File: src/rtl/serial_arith_pkg.sv
// Shared definitions for the bit-serial subtractor.
//   state_t        : FSM state encoding (IDLE / SHIFT / FIN)
//   WIDTH_DEFAULT  : default operand width
//   cnt_width()    : bit-counter width for a given operand width, clog2(WIDTH+1)
package serial_arith_pkg;

  typedef enum logic [1:0] {
    S_IDLE  = 2'd0,
    S_SHIFT = 2'd1,
    S_FIN   = 2'd2
  } state_t;

  localparam int WIDTH_DEFAULT = 8;

  // Counter is sized to hold WIDTH itself so any legal WIDTH (2..32) fits.
  function automatic int cnt_width(input int width);
    return $clog2(width + 1);
  endfunction

endpackage

File: src/rtl/full_sub_1bit.sv
// One-bit full subtractor: D = A - B - Bin, Bout = borrow out.
//   A, B, Bin : operand bits and borrow in
//   D, Bout   : difference bit and borrow out
module full_sub_1bit (
  input  logic A,
  input  logic B,
  input  logic Bin,
  output logic D,
  output logic Bout
);

  assign D    = A ^ B ^ Bin;
  assign Bout = (~A & B) | (~A & Bin) | (B & Bin);

endmodule

File: src/rtl/serial_sub.sv
// Bit-serial subtractor: DIFF = A - B - BIN (mod 2^WIDTH), one bit per cycle.
//   CLK, RST        : clock, asynchronous active-high reset
//   START           : begin an operation (only honoured while idle)
//   A, B, BIN       : operands and borrow-in, captured when START is accepted
//   DIFF, BOUT      : registered result and borrow-out, updated only in FIN
//   BUSY            : high in SHIFT and FIN
//   DONE            : one-cycle pulse when DIFF/BOUT become valid
// Timing: START taken on edge 0, SHIFT runs edges 1..WIDTH, FIN registers
// the result on edge WIDTH+1, so DONE is high the cycle after that edge.
module serial_sub
  import serial_arith_pkg::*;
#(
  parameter int WIDTH = WIDTH_DEFAULT
) (
  input  logic             CLK,
  input  logic             RST,
  input  logic             START,
  input  logic [WIDTH-1:0] A,
  input  logic [WIDTH-1:0] B,
  input  logic             BIN,
  output logic [WIDTH-1:0] DIFF,
  output logic             BOUT,
  output logic             BUSY,
  output logic             DONE
);

  localparam int CW = cnt_width(WIDTH);

  state_t           state, state_next;
  logic [WIDTH-1:0] a_sr, b_sr, res_sr;
  logic             br;
  logic [CW-1:0]    cnt;
  logic             d_bit, br_next;
  logic             last_bit;

  full_sub_1bit u_cell (
    .A    (a_sr[0]),
    .B    (b_sr[0]),
    .Bin  (br),
    .D    (d_bit),
    .Bout (br_next)
  );

  // cnt counts shifts already completed; the WIDTH-th shift ends SHIFT.
  assign last_bit = (cnt == CW'(WIDTH - 1));
  assign BUSY     = (state != S_IDLE);

  always_ff @(posedge CLK or posedge RST) begin
    if (RST) state <= S_IDLE;
    else     state <= state_next;
  end

  always_comb begin
    state_next = state;
    case (state)
      S_IDLE:  if (START) state_next = S_SHIFT;
      S_SHIFT: if (last_bit) state_next = S_FIN;
      S_FIN:   state_next = S_IDLE;
      default: state_next = S_IDLE;
    endcase
  end

  always_ff @(posedge CLK or posedge RST) begin
    if (RST) begin
      a_sr   <= '0;
      b_sr   <= '0;
      res_sr <= '0;
      br     <= 1'b0;
      cnt    <= '0;
      DIFF   <= '0;
      BOUT   <= 1'b0;
      DONE   <= 1'b0;
    end else begin
      DONE <= (state == S_FIN);
      case (state)
        S_IDLE: begin
          if (START) begin
            a_sr <= A;
            b_sr <= B;
            br   <= BIN;
            cnt  <= '0;
          end
        end
        S_SHIFT: begin
          // Difference bits enter at the MSB so after WIDTH shifts the
          // LSB-first result sits in natural bit order.
          res_sr <= {d_bit, res_sr[WIDTH-1:1]};
          a_sr   <= a_sr >> 1;
          b_sr   <= b_sr >> 1;
          br     <= br_next;
          cnt    <= cnt + CW'(1);
        end
        S_FIN: begin
          DIFF <= res_sr;
          BOUT <= br;
        end
        default: ;
      endcase
    end
  end

endmodule

File: config.mk
export PLATFORM = sky130hd
export DESIGN_NAME = serial_sub
export DESIGN_NICKNAME = d
export VERILOG_FILES = /design/src/rtl/serial_arith_pkg.sv /design/src/rtl/full_sub_1bit.sv /design/src/rtl/serial_sub.sv
export SDC_FILE = /design/constraint.sdc
export NUM_CORES = 1
export LEC_CHECK = 0
export CORE_ASPECT_RATIO = 1.75
export CORE_MARGIN = 3
export CORE_UTILIZATION = 55
export CTS_CLUSTER_SIZE = 16
export DETAILED_ROUTE_END_ITERATION = 16
export GPL_TIMING_DRIVEN = 0
export PLACE_DENSITY = 0.88
export SETUP_SLACK_MARGIN = 0.4
export SKIP_CTS_REPAIR_TIMING = 1
export SYNTH_ARGS = -nofsm -noshare
export SYNTH_HDL_FRONTEND = slang
export SYNTH_SLANG_ARGS = --single-unit
File: constraint.sdc
create_clock -name CLK -period 2 [get_ports CLK]
set_input_delay 0.2 -clock CLK [delete_from_list [all_inputs] [get_ports CLK]]
set_output_delay 0.2 -clock CLK [all_outputs]
set_load 0.02 [all_outputs]
==> implementation parameters, run 1 <==
Parameter                              Value

Run status
  Status    finished clean

Logic synthesis
  Async SR Flop Fraction    100%
  Count of flip-flops with a built-in enable after synthesis    0
  Area share of the largest cell type after synthesis    55.8%
  Post-synthesis cell type with the largest combined area    sky130_fd_sc_hd__dfrtp_1
  Number of distinct library cells after synthesis    27
  Synthesized area per cell    10.7 um2
  Most frequent cells after synthesis    sky130_fd_sc_hd__dfrtp_1 (41), sky130_fd_sc_hd__nand2_1 (33), sky130_fd_sc_hd__a21oi_1 (16)
  Post-synthesis sequential area ratio    a little under three fifths
  Most common flop cell mapped by yosys    sky130_fd_sc_hd__dfrtp_1
  Synthesis warning total    0
  Most common cell in the synthesized netlist    sky130_fd_sc_hd__dfrtp_1
  Net count after synthesis    193
  Count of mapped cells out of synthesis    around 170
  Main area contributors after synthesis    sky130_fd_sc_hd__dfrtp_1 (56%), sky130_fd_sc_hd__nand2_1 (6.7%), sky130_fd_sc_hd__mux2_2 (6.1%), sky130_fd_sc_hd__a21oi_1 (4.4%), sky130_fd_sc_hd__and3b_1 (3.8%)
  Total of flip-flops plus latches after synthesis    41
  Post-Syn Area    around 0.0018 mm2

Floorplanning
  Starting utilization of the core area    57.9%
  Die height    82.5 um
  Cell Rows    27
  Core region area    0.00318 mm2
  Number of I/O pins    31
  Width of the die    49.7 um
  Area of the die    0.00410 mm2

Clocking
  Clock Tree Root    sky130_fd_sc_hd__clkbuf_8
  Total clock sinks    41
  Number of H-tree branching levels    2
  CTS max path bufs    2
  Clock transition at the registers of the reported paths    80 ps
  Clock tree from TritonCTS    built
  Worst-skew pair later-pin latency    300 ps
  CTS buffer count    5

Drt
  Total routed wirelength    ~3700 um
  DRC marker count from the first detailed-route iteration    47
  Vias per cell    5.59
  Via count of the routed design    between 1000 and 1500
  Routed len/inst    roughly 15 um
  DRC viols    0
  Antenna Nets Post-Route    0
  First-pass DRT Iterations    4

Layout
  Final Net Count    230
  Number of inserted filler cells in the final layout    240
  Share of post-route cells with drive strength above 1    16.7%
  Core Util, Final    73.2%
  Antenna diode instance count    0
  Area added between synthesis and finish    26.4%

Global route
  Vias in the first global route    around 1500
  Total congestion overflow after global routing    0
  Global-route wire length before repair    6320 um
  Initial antenna violation count    0
  Largest net degree at the start of global routing    42
  Overall routing resource usage    between 20% and 30%

STA
  Peak Freq    0.652 GHz
  Hold WS    332 ps
  Pin slew with the least headroom to its limit    816 ps
  Final-report setup violation count    0
  Final worst-path cycle share    76.7%
  RSZ-0062 raised after global routing    false
  Final worst clock skew    5.02 ps
  Pins over their slew limit    0
  Hold Vio Cnt, Final    0
  Fin crit period    1530 ps
  Max-Slew Margin vs Limit    45.5%

Worst setup path
  Setup CP Type    register to output port
  Maximum fanout along the worst path    10
  Data arrival, critical path    approximately 1300 ps
  Crit end category    output port
  Worst reg-to-reg path cell count    4
  Required time of the critical path    between 1500 and 2000 ps
  Kind of start point of the critical path    register

Min path
  Cell depth of the worst min-delay path    4
  Worst min-delay path category    primary input to register

Power and ir drop
  Power per standard cell area    1510 mW/mm2
  Cell leakage power    between 1 and 1.5 nW
  VDD IR max    0.926 mV

Run
  Number of maximum-capacitance violations    0

Placement
  IO Port Bufs    29
  Post-DP HPWL    2730 um
  Gp weighted congestion    0.774
## state kept, by name, indices dropped and copies added (netlist names)
signal,cells
DONE,1
DIFF,8
BOUT,1
br,1
cnt,4
state,2
res_sr,8
b_sr,8
a_sr,8
## final timing paths
check | start | to | slack [ps]
worst max register to register | state[0] | DIFF[7] | 630
worst max-delay path | state[0] | BUSY | 470
worst min register to register | res_sr[0] | res_sr[0] | 490
min in group asynchronous | RST | DIFF[0] | 370
max in group asynchronous | RST | DONE | 1100
worst min-delay path | START | b_sr[3] | 330
## cell type report
class | instances | area, um2 | area share (%)
well taps | 43 | 53.8 | 2.32
repair buffers | 30 | 293 | 12.6
plain buffers | 11 | 72.6 | 3.12
clock inverters | 3 | 65.1 | 2.80
flip-flops and latches | 41 | 1030 | 44.2
inverters | 3 | 11.3 | 0.485
multi-input cells | 116 | 733 | 31.6
clock buffers | 5 | 68.8 | 2.96
## metrics by stage
step | TNS, ps | cell area [um2] | setup WS [ps] | cells | total power [mW]
floorplan | 0 | 1840 | 830 | 171 | 2.27
global placement | 0 | 2180 | 119 | 243 | 2.62
detailed placement | 0 | 2180 | 304 | 243 | 2.73
CTS | -36.2 | 2320 | -36.2 | 251 | 3.51
finish | 0 | 2320 | 465 | 252 | 3.51
global route | 0 | 2320 | 412 | 252 | 3.74
## critical path, cell delays in order, from the launching register on
cell	delay, ps
sky130_fd_sc_hd__dfrtp_1	390
sky130_fd_sc_hd__buf_4	170
sky130_fd_sc_hd__buf_6	140
sky130_fd_sc_hd__nor2_4	120
sky130_fd_sc_hd__inv_1	60
sky130_fd_sc_hd__clkbuf_2	150
## power breakdown
part | switching (mW) | internal [mW]
combinational | 0.707 | 0.625
sequential | 0.234 | 1.16
clock | 0.291 | 0.496
## placed cells by master, fill, tap and decap left out, drive strengths merged
master and instances:
a21oi 16, a22o 2, a22oi 7, a32o 2
and2b 1, and3b 8, buf 11, bufinv 2
clkbuf 7, clkdlybuf4s50 28, clkinv 1, dfrtp 41
fa 1, ha 1, inv 3, mux2 10
nand2 33, nand2b 1, nand3 2, nor2 3
nor2b 9, nor3 1, o21ai 17, o21bai 1
o311ai 1
## per-layer routing
metal  share of wire, %  wire (um)  track usage [%]
met5                  0          0                0
met4                1.8         67             11.6
met3                4.2        154             3.59
met2                 58       2150             39.1
met1                 36       1330             20.3
## cells by family (layout without fill, tap and decap cells)
logic type	count (synthesis)	count (layout)	share of synthesized area (%)
buffers and inverters	14	52	4.56
DFF	41	41	55.8
muxes	10	10	6.13
and+or+nand+nor	58	58	16.3
AOI/OAI and AO/OA	46	46	15.4
adders and majority gates	2	2	1.77
(Power assumes the default switching activity.)
==> run 2: changes to the inputs <==
CORE_UTILIZATION = 47   (was 55)
PLACE_DENSITY = 0.81   (was 0.88)
clock period = 1.2 ns   (was 2 ns; I/O delays follow)
==> run 2 against run 1 <==
Compared with the run above:
- the flow now finishes with violations (setup timing)
- worst setup slack got worse by 610 ps
- utilization decreased by 3.5 points
- sequential power increased by 70%
- critical endpoint unchanged
- highest routed layer unchanged
==> implementation parameters, run 2 (synthesis results as in run 1) <==
Parameter                              Value

Run status
  Status    finished, violations left
  Failing checks    setup timing

Placement
  Worst Setup Slack post-DPL    -354 ps (-658 ps)
  Placement Cell Area    0.00225 mm2 (+3.3%)
  IO Port Bufs    29 (unchanged)
  Post-DP HPWL    2480 um (-9.1%)
  Gp weighted congestion    0.742 (-4.2%)

Worst setup path
  Critical register-to-register path startpoint    state[0]
  Maximum fanout along the worst path    6 (-4)
  Required time of the critical path    1080 ps (-720 ps)
  Worst reg-to-reg path cell count    4 (unchanged)
  Endpoint of the worst register-to-register path    DIFF[3]
  Data arrival, critical path    1220 ps (-110 ps)
  Kind of start point of the critical path    register
  Cell-by-cell trace of the critical path    buf_6 > buf_8 > nor2_4 > inv_2 > buf_6
  Crit end category    output port
  Slowest cell on the critical path    sky130_fd_sc_hd__dfrtp_2
  R2R setup slack    -100 ps (-730 ps)
  Setup CP Type    register to output port
  Delay of the slowest critical-path stage    410 ps (+20 ps)
  Critical Path Most Common Cell    sky130_fd_sc_hd__buf_6

STA
  Fin crit period    1340 ps
  Hold Vio Cnt, Final    0 (unchanged)
  Final worst clock skew    2.87 ps (-2.16 ps)
  Pin slew with the least headroom to its limit    487 ps (-329 ps)
  Final-report setup violation count    20 (+20)
  RSZ-0062 raised after global routing    true
  Final-layout setup total negative slack    -1480 ps (-1480 ps)
  Final worst-path cycle share    112%
  Hold WS    258 ps (-74.4 ps)
  Worst path setup slack after routing    -142 ps (-607 ps)
  Pins over their slew limit    0 (unchanged)
  Peak Freq    around 0.74 GHz
  Max-Slew Margin vs Limit    67.5% (+22 points)

Drt
  Via count of the routed design    1437 (+2.1%)
  Routed len/inst    15.1 um (+2.6%)
  First-pass DRT Iterations    4 (unchanged)
  Total routed wirelength    4070 um (+9.9%)
  DRC marker count from the first detailed-route iteration    43 (-8.5%)
  Antenna Nets Post-Route    0 (unchanged)
  DRC viols    0 (unchanged)
  Vias per cell    5.32 (-4.7%)

Global route
  Total congestion overflow after global routing    0 (unchanged)
  Most congested layer reported by global routing    met2
  Grt met2 use    30.3% (-8.8 points)
  Initial antenna violation count    0 (unchanged)
  Overall routing resource usage    17.0% (-3.4 points)
  Global-route wire length before repair    5870 um (-7.2%)
  Vias in the first global route    1337 (-11%)
  GR Util met1    19.3% (-1.0 points)
  Largest net degree at the start of global routing    42 (unchanged)
  GR met3 Demand/Resource    4.05% (+0.46 points)

Layout
  Cell area after layout    0.00258 mm2 (+11%)
  Most frequent standard cell in the layout excluding fill and tap cells    sky130_fd_sc_hd__dfrtp_1
  Share of post-route cells with drive strength above 1    36.2% (+19 points)
  Core Util, Final    69.7% (-3.5 points)
  Antenna diode instance count    0 (unchanged)
  Area added between synthesis and finish    40.3%
  Most used cells in the layout excluding fill and tap cells    sky130_fd_sc_hd__dfrtp_1 (40), sky130_fd_sc_hd__nand2_1 (33), sky130_fd_sc_hd__buf_6 (19)
  Final Net Count    245 (+6.5%)

Clocking
  Worst-skew pair later-pin latency    290 ps (about the same)
  Total clock sinks    41 (unchanged)
  CTS buffer count    5 (unchanged)
  Clock Tree Root    sky130_fd_sc_hd__clkbuf_8
  Clock transition at the registers of the reported paths    80 ps (about the same)
  Number of H-tree branching levels    2 (unchanged)
  Clock tree from TritonCTS    built
  CTS max path bufs    2 (unchanged)

Floorplanning
  Width of the die    53.3 um (+7.2%)
  Area of the die    0.00473 mm2 (+15%)
  Core region area    0.00370 mm2 (+17%)
  Starting utilization of the core area    49.7% (-8.2 points)
  Die height    88.7 um (+7.6%)
  Cell Rows    29 (+7.4%)
  Number of I/O pins    31 (unchanged)

Min path
  Cell depth of the worst min-delay path    4 (unchanged)
  Source of the worst hold timing path    START
  Worst min-delay path category    primary input to register
  Endpoint of the worst hold-timing path    b_sr[1]

Power and ir drop
  Cell leakage power    1.21 nW (+11%)
  Power per standard cell area    2480 mW/mm2 (+64%)
  VDD IR max    1.83 mV (+98%)

Run
  Number of maximum-capacitance violations    0 (unchanged)
## run 2: report_power, final
| part | leakage, nW | total (mW) | switching [mW] | internal (mW) |
|---|---|---|---|---|
| combinational | 0.627 | 3.17 | 1.45 | 1.72 |
| sequential | 0.534 | 2.36 | 0.429 | 1.93 |
| clock | 0.0450 | 0.865 | 0.461 | 0.403 |
| total | 1.21 | 6.40 | 2.34 | 4.06 |
## run 2: metal layers
metal	up-vias	share of wire (%)
li1	691	-
met1	714	40
met2	28	56
met3	4	3.0
met4	0	0.86
met5	-	0
## run 2: worst max-delay path by stage
stage / from / end / depth (start not counted)
floorplan: state[0] / BOUT / 3
global placement: state[0] / BUSY / 5
detailed placement: state[0] / BUSY / 5
CTS: state[0] / BUSY / 5
global route: state[0] / BUSY / 5
finish: state[0] / BUSY / 5
## run 2: final cells by class
class                      instances  area [um2]
multi-input combinational        116         817
tap                               46        57.6
clock inverter                     2        10.0
timing repair buffer              44         453
buffer                            11         119
inverter                           3        15.0
timing repair inverter             1        7.51
fill                             287        1120
sequential                        41        1030
clock buffer                       6        72.6
## run 2: worst max-delay path: cells and delay by family, from the launching register on
| family | cells | cell delay, ps |
|---|---|---|
| simple gates | 1 | 110 |
| buf+inv | 4 | 420 |
| flops | 1 | 410 |
## run 2: per-stage QoR
step                power, mW  instances
floorplan                4.04        171
global placement         4.65        246
detailed placement       4.75        246
CTS                      5.63        254
global route             6.82        270
finish                   6.40        270
